**config.mk**
```make
export PLATFORM = sky130hd
export DESIGN_NAME = btb_predictor
export DESIGN_NICKNAME = d
export VERILOG_FILES = /design/src/rtl/btb_predictor.sv
export SDC_FILE = /design/constraint.sdc
export NUM_CORES = 1
export LEC_CHECK = 0
export BUFFER_PORTS_ARGS = -buffer_cell sky130_fd_sc_hd__buf_2
export CELL_PAD_IN_SITES_DETAIL_PLACEMENT = 0
export CELL_PAD_IN_SITES_GLOBAL_PLACEMENT = 2
export CORE_ASPECT_RATIO = 2
export CORE_MARGIN = 2
export CORE_UTILIZATION = 29
export CTS_CLUSTER_SIZE = 24
export DETAILED_ROUTE_END_ITERATION = 8
export GPL_ROUTABILITY_DRIVEN = 0
export PLACE_DENSITY = 0.53
export SYNTH_ARGS = -nofsm -noshare
export SYNTH_HDL_FRONTEND = slang
export SYNTH_SLANG_ARGS = --single-unit
export TNS_END_PERCENT = 20
```
**constraint.sdc**
```tcl
create_clock -name clk -period 7.38 [get_ports clk]
set_clock_uncertainty 0.1 [all_clocks]
set_input_delay 0.738 -clock clk [delete_from_list [all_inputs] [get_ports clk]]
set_output_delay 0.738 -clock clk [all_outputs]
set_load 0.01 [all_outputs]
```
**src/rtl/btb_predictor.sv**
```systemverilog
// rtl/btb_predictor.sv - direct-mapped branch target buffer with saturating direction counters
module btb_predictor #(
    parameter int ADDR_W  = 32,
    parameter int ENTRIES = 16,
    parameter int CTR_W   = 2
) (
    input  logic              clk,
    input  logic              rst,
    input  logic              enable,
    input  logic [ADDR_W-1:0] pc,
    output logic              predicted,
    output logic [ADDR_W-1:0] predicted_address,
    output logic              hit,
    input  logic              update_valid,
    input  logic [ADDR_W-1:0] update_pc,
    input  logic [ADDR_W-1:0] update_target,
    input  logic              update_taken,
    input  logic              invalidate_all
);

    localparam int IDX_W = $clog2(ENTRIES);
    localparam int TAG_W = ADDR_W - IDX_W - 2;

    localparam logic [CTR_W-1:0] CTR_MAX  = '1;
    localparam logic [CTR_W-1:0] CTR_WEAK = CTR_W'(1) << (CTR_W - 1);

    logic [ENTRIES-1:0] valid_q;
    logic [TAG_W-1:0]   tag_q    [ENTRIES];
    logic [ADDR_W-1:0]  target_q [ENTRIES];
    logic [CTR_W-1:0]   ctr_q    [ENTRIES];

    logic [IDX_W-1:0] l_idx;
    logic [TAG_W-1:0] l_tag;
    logic [IDX_W-1:0] u_idx;
    logic [TAG_W-1:0] u_tag;
    logic             u_hit;
    logic             upd_en;
    logic [CTR_W-1:0] ctr_cur;
    logic [CTR_W-1:0] ctr_next;

    // Byte-offset bits never select an entry; tie them off so they are visibly unused.
    logic unused_offset_bits;
    assign unused_offset_bits = ^{pc[1:0], update_pc[1:0]};

    assign l_idx = pc[IDX_W+1:2];
    assign l_tag = pc[ADDR_W-1:IDX_W+2];
    assign u_idx = update_pc[IDX_W+1:2];
    assign u_tag = update_pc[ADDR_W-1:IDX_W+2];

    // Lookup: purely from the fetch PC and stored state, never from update inputs.
    always_comb begin
        hit               = valid_q[l_idx] && (tag_q[l_idx] == l_tag);
        predicted         = hit && ctr_q[l_idx][CTR_W-1];
        predicted_address = hit ? target_q[l_idx] : '0;
    end

    // Training decode: hit detection on the update index and the saturated counter step.
    always_comb begin
        upd_en   = enable && update_valid && !invalidate_all;
        u_hit    = valid_q[u_idx] && (tag_q[u_idx] == u_tag);
        ctr_cur  = ctr_q[u_idx];
        ctr_next = ctr_cur;
        if (update_taken) begin
            if (ctr_cur != CTR_MAX) ctr_next = ctr_cur + CTR_W'(1);
        end else begin
            if (ctr_cur != '0) ctr_next = ctr_cur - CTR_W'(1);
        end
    end

    // Valid bits and counters: reset, global invalidate, allocate or train.
    always_ff @(posedge clk) begin
        if (rst) begin
            valid_q <= '0;
            for (int i = 0; i < ENTRIES; i++) ctr_q[i] <= '0;
        end else if (enable) begin
            if (invalidate_all) begin
                valid_q <= '0;
            end else if (update_valid) begin
                if (u_hit) begin
                    ctr_q[u_idx] <= ctr_next;
                end else if (update_taken) begin
                    valid_q[u_idx] <= 1'b1;
                    ctr_q[u_idx]   <= CTR_WEAK;
                end
            end
        end
    end

    // Tag and target storage is unreset; outputs are masked by the valid bit.
    always_ff @(posedge clk) begin
        if (!rst && upd_en && update_taken) begin
            tag_q[u_idx]    <= u_tag;
            target_q[u_idx] <= update_target;
        end
    end

endmodule

```
Word-level counts from Yosys, hierarchy flattened
Memories as Yosys holds them, arrays and structs flattened.
Index checks and enable logic that the tools add are counted.

word-level totals
  bits in writable memories = 960
  register bits = 16
  memories = 3
  bits of input ports = 102
  logic and storage cells = 65
  output and inout bits = 34

memory list
  name      depth  bits a word  read ports  clocked after memory_dff  wr ports  line  source
  target_q  16     32           1           0                         1         29    logic [ADDR_W-1:0] target_q [ENTRIES];
  tag_q     16     26           2           0                         1         28    logic [TAG_W-1:0] tag_q [ENTRIES];
  ctr_q     16     2            2           0                         16        30    logic [CTR_W-1:0] ctr_q [ENTRIES];

operators by class
  reductions and logical operators = 15
  $add $sub $neg = 2
  bitwise gates (word level) = 2
  equality and inequality tests = 4
  $lt $le $gt $ge = 3
  multiplexer cells = 35

operator list
  cell                                                  number
  two-way mux 16 bit                                    4
  equality test 26 bit                                  2
  two-way mux 32 bit                                    1
  two-way mux 1 bit                                     21
  OR 16 bit                                             1
  < comparator 4 x 5 -> 1 bit (second input constant)   2
  two-way mux 2 bit                                     5
  binary-select mux 1 bit (select 4 bit)                2
  logical AND 1 bit                                     8
  nonzero test 2 bit                                    3
  demux 1 bit (select 4 bit)                            1
  >= comparator 4 x 1 -> 1 bit (second input constant)  1
  two-way mux 4 bit                                     1
  inequality test 2 bit (second input constant)         2
  AND reduction 4 bit                                   1
  adder 2 x 1 -> 2 bit (second input constant)          1
  zero test 1 bit                                       2
  OR reduction 2 bit                                    1
  subtractor 2 x 1 -> 2 bit (second input constant)     1
  OR 1 bit                                              1

Longest topological paths before layout
  depth after elaboration = 12
  depth in mapped cells = 17
  gate-level depth less buffers = 9

Least setup slack after synthesis
Ideal clock, no wire load.

  path kind = in2reg
  from = input port update_pc[4]
  to = memory ctr_q[12][0], enable pin
  path buffers = 5
  arrival time = 5,013 ps
  setup time = 328 ps
  setup slack = 1,939 ps
  cell stages on the path = 9
  data required time = 6,952 ps
  path through = buf_2 -> buf_2 -> buf_1 -> buf_1 -> clkbuf_1 -> nand3_1 -> nor2_1 -> nor2_1 -> o21ai_0

RTL lines
  item         line  source
  from (decl)  15    input logic [ADDR_W-1:0] update_pc,
  to (decl)    30

Worst setup path in the final report
  from = input port pc[4]
  to = output port predicted

between the ends
  cells in the longest elaborated chain, start to end = 4
  elaborated cells on any way between the ends = 7
  those cells by class = eq/ne (1); mux (2); reduce/logical (2); memory (2)

RTL lines
  item                                                                                 line  source
  from (decl)                                                                          10    input logic [ADDR_W-1:0] pc,
  memory read (16 x 26 bit) or binary-select mux 1 bit (select 4 bit) (tied branches)  n/a
  equality test 26 bit or two-way mux 1 bit (tied branches)                            52    hit = valid_q[l_idx] && (tag_q[l_idx] == l_tag);
  logical AND 1 bit                                                                    52
  logical AND 1 bit *                                                                  53    predicted = hit && ctr_q[l_idx][CTR_W-1];
  to (decl)                                                                            11    output logic predicted,

Every way passes the cells marked *; elsewhere a longest branch is shown, timed or not. The select of a mux whose other input is x is not followed.

==> impl_results.md <==
- Status: complete, no violations
- IO Pins: 136
- Later-pin clock latency in the skew report: 0.68 ns
- Vias: 21420
- Detail Placement HPWL: 76230 um
- Top FF cell, synth: edfxtp_1
- First-pass GRT wire length: 184000 um
- DRC Markers: 0
- Synth cell types: 61
- Post-Synthesis Cells: 2011
- Net Count, Synth: 2113
- Final Instance Area: 48210 um^2
- Synth warn: 0
- Final count of pins violating max slew: 0
- Max Cap Viol: 0
- Largest net degree at the start of global routing: 76
- Worst Tran Pin Value: 1.282 ns
- Total grt overflow: 0
- Max Root-Sink Buffers: 3
- Final setup vio count: 0
- Layout cell share with drive strength beyond 1: 33.47%
- Post-synth ARST share: 0%
- Dpl cells: 3972
- Fin. Hold Viols: 0
- Initial Util: 29.19%
- Core area: 143700 um^2
- Clock-pin slew on the worst setup and hold paths: 0.06 ns
- HP Class: in2reg
- EDFF count, synth: 960
- CTS Sinks: 976
- Starting DRC count in detailed routing: 1532
- Initial antenna violation count: 23
- Vias in the first global route: 23530
- Peak Freq: 184.0 MHz
- DRT Wirelength: 131200 um
- Post-CTS Setup Inserts: 0
- Util after Layout: 33.55%
- Startpoint types: input pin
- H-Tree Depth: 3
- Post-synthesis sequential area ratio: 69.49%
- WL/cell: 31.66 um
- GR Util All Layers: 17.78%
- Min Hold Slack: 0.3435 ns
- DP Area: 45280 um^2
- DRT antenna net count: 0
- Fin crit share: 73.62%
- RSZ-0062 raised after global routing: no
- Tmin final: 5.434 ns
- Leak: 15.13 nW
- Die Height: 541.8 um
- Die area: 147900 um^2
- Num rows: 197
- Worst EP arrival: 4.60 ns
- Cts repair resizes: 0
- Pre-CTS WS: 1.536 ns
- Register bit total from synthesis: 976
- Top-count cell post-synth: edfxtp_1
- R2r setup slk: 2.97 ns
- Syn Area/Cell: 20.86 um^2
- Area leader, netlist: edfxtp_1
- Setup TNS: 0 ns
- CTS Buf Count: 90
- Pwr Total: 11.60 mW
- CP endpoint kind: output port
- Clock root buffer: clkbuf_16
- Post-synth top area share: 68.73%
- Vias per cell: 5.170
- DRT Pass-1 Iters: 5
- Fin cells: 4143
- Area contributors post-synth: edfxtp_1 (69%), mux4_2 (20%), mux2i_1 (2.1%), xnor2_1 (0.92%), dfxtp_1 (0.76%)
- Max transition margin: 14.30%
- Port buffer count: 131
- Area delta synth->final: 14.94%
- Setup ws final: 1.946 ns
- CP Data Required Time: 6.54 ns
- Post-Syn Area: 41940 um^2
- Total Nets Final: 2276
- FILL cells: 13420
- Pwr Density: 240.7 nW/um^2
- CTS tree: done
- Crit path max fanout: 75
- Setup CP Type: in2out
- Hold-fix buffers, CTS: 0
- Die width: 272.9 um
- Most instantiated cells after synthesis: edfxtp_1 (960), mux4_2 (368), mux2i_1 (89)
- VDD IR-drop max: 0.1651 mV
critical path: stages:
cell and delay, ns:
clkbuf_8 0.61, buf_4 0.65, mux4_2 0.66, xnor2_1 0.41, nand4_1 0.17, nor3_2 0.17
buf_4 0.54, and3_1 0.30, buf_2 0.15
sequential cells by signal, summed over array words and instances (netlist names):
signal and flops:
target_q 512, ctr_q 32, valid_q 16, tag_q 416
layout by cell type (no fill, tap or decap), types with 21 or more instances in the layout:
| cell type | count |
|---|---|
| mux4_2 | 368 |
| nor2_1 | 37 |
| clkinv_1 | 27 |
| a211oi_1 | 22 |
| mux2i_1 | 89 |
| xnor2_1 | 44 |
| nor3_1 | 21 |
| clkbuf_16 | 90 |
| and3_1 | 36 |
| buf_4 | 56 |
| edfxtp_1 | 960 |
| buf_2 | 125 |
| nand2_1 | 32 |
| mux2_2 | 28 |
| a22oi_1 | 29 |
per-layer routing:
layer  wire length (um)  track usage [%]
met5                173                0
met4               4499            6.194
met3               5246            2.879
met1              49390            20.38
met2              71850            33.08
final cells by class:
cell class                 instances  area [um^2]  share of cell area [%]
antenna                            3        7.507                 0.01557
clock buffer                     106         2332                   4.838
clock inverter                    62        594.3                   1.233
inverter                           9        33.78                 0.07007
multi-input combinational        894        12280                   25.47
sequential                       976        29150                   60.46
tap                             1890         2365                   4.905
timing repair buffer             203         1449                   3.005
logic make-up (layout without fill, tap and decap cells):
logic type | Yosys count | count (layout) | share of synthesized area (%)
other | 0 | 3 | 0
DFF | 976 | 976 | 69.49
AOI/OAI and AO/OA | 142 | 142 | 2.452
muxes | 485 | 485 | 22.64
buffers and inverters | 141 | 380 | 1.539
and+or+nand+nor | 208 | 208 | 2.646
adders and majority gates | 1 | 1 | 0.02387
xor gates and xnor gates | 58 | 58 | 1.211
power by group:
part | leakage, nW | internal, mW | switching (mW)
sequential | 8.80 | 6.10 | 0.00640
combinational | 4.90 | 0.320 | 0.455
clock | 1.43 | 2.57 | 2.16
total | 15.1 | 8.98 | 2.62
path summary, 6_finish.rpt:
check                           startpoint                         to  cells past startpoint
setup / recovery                     pc[4]                  predicted                      9
hold / removal            update_target[3]  target_q[12][3]$_DFFE_PP_                      1
setup reg to reg    tag_q[15][6]$_DFFE_PP_  ctr_q[9][0]$_SDFFCE_PN0P_                      9
hold reg to reg   valid_q[14]$_SDFFE_PP0P_   valid_q[14]$_SDFFE_PP0P_                      1
Power figures use the tool's default switching activity.
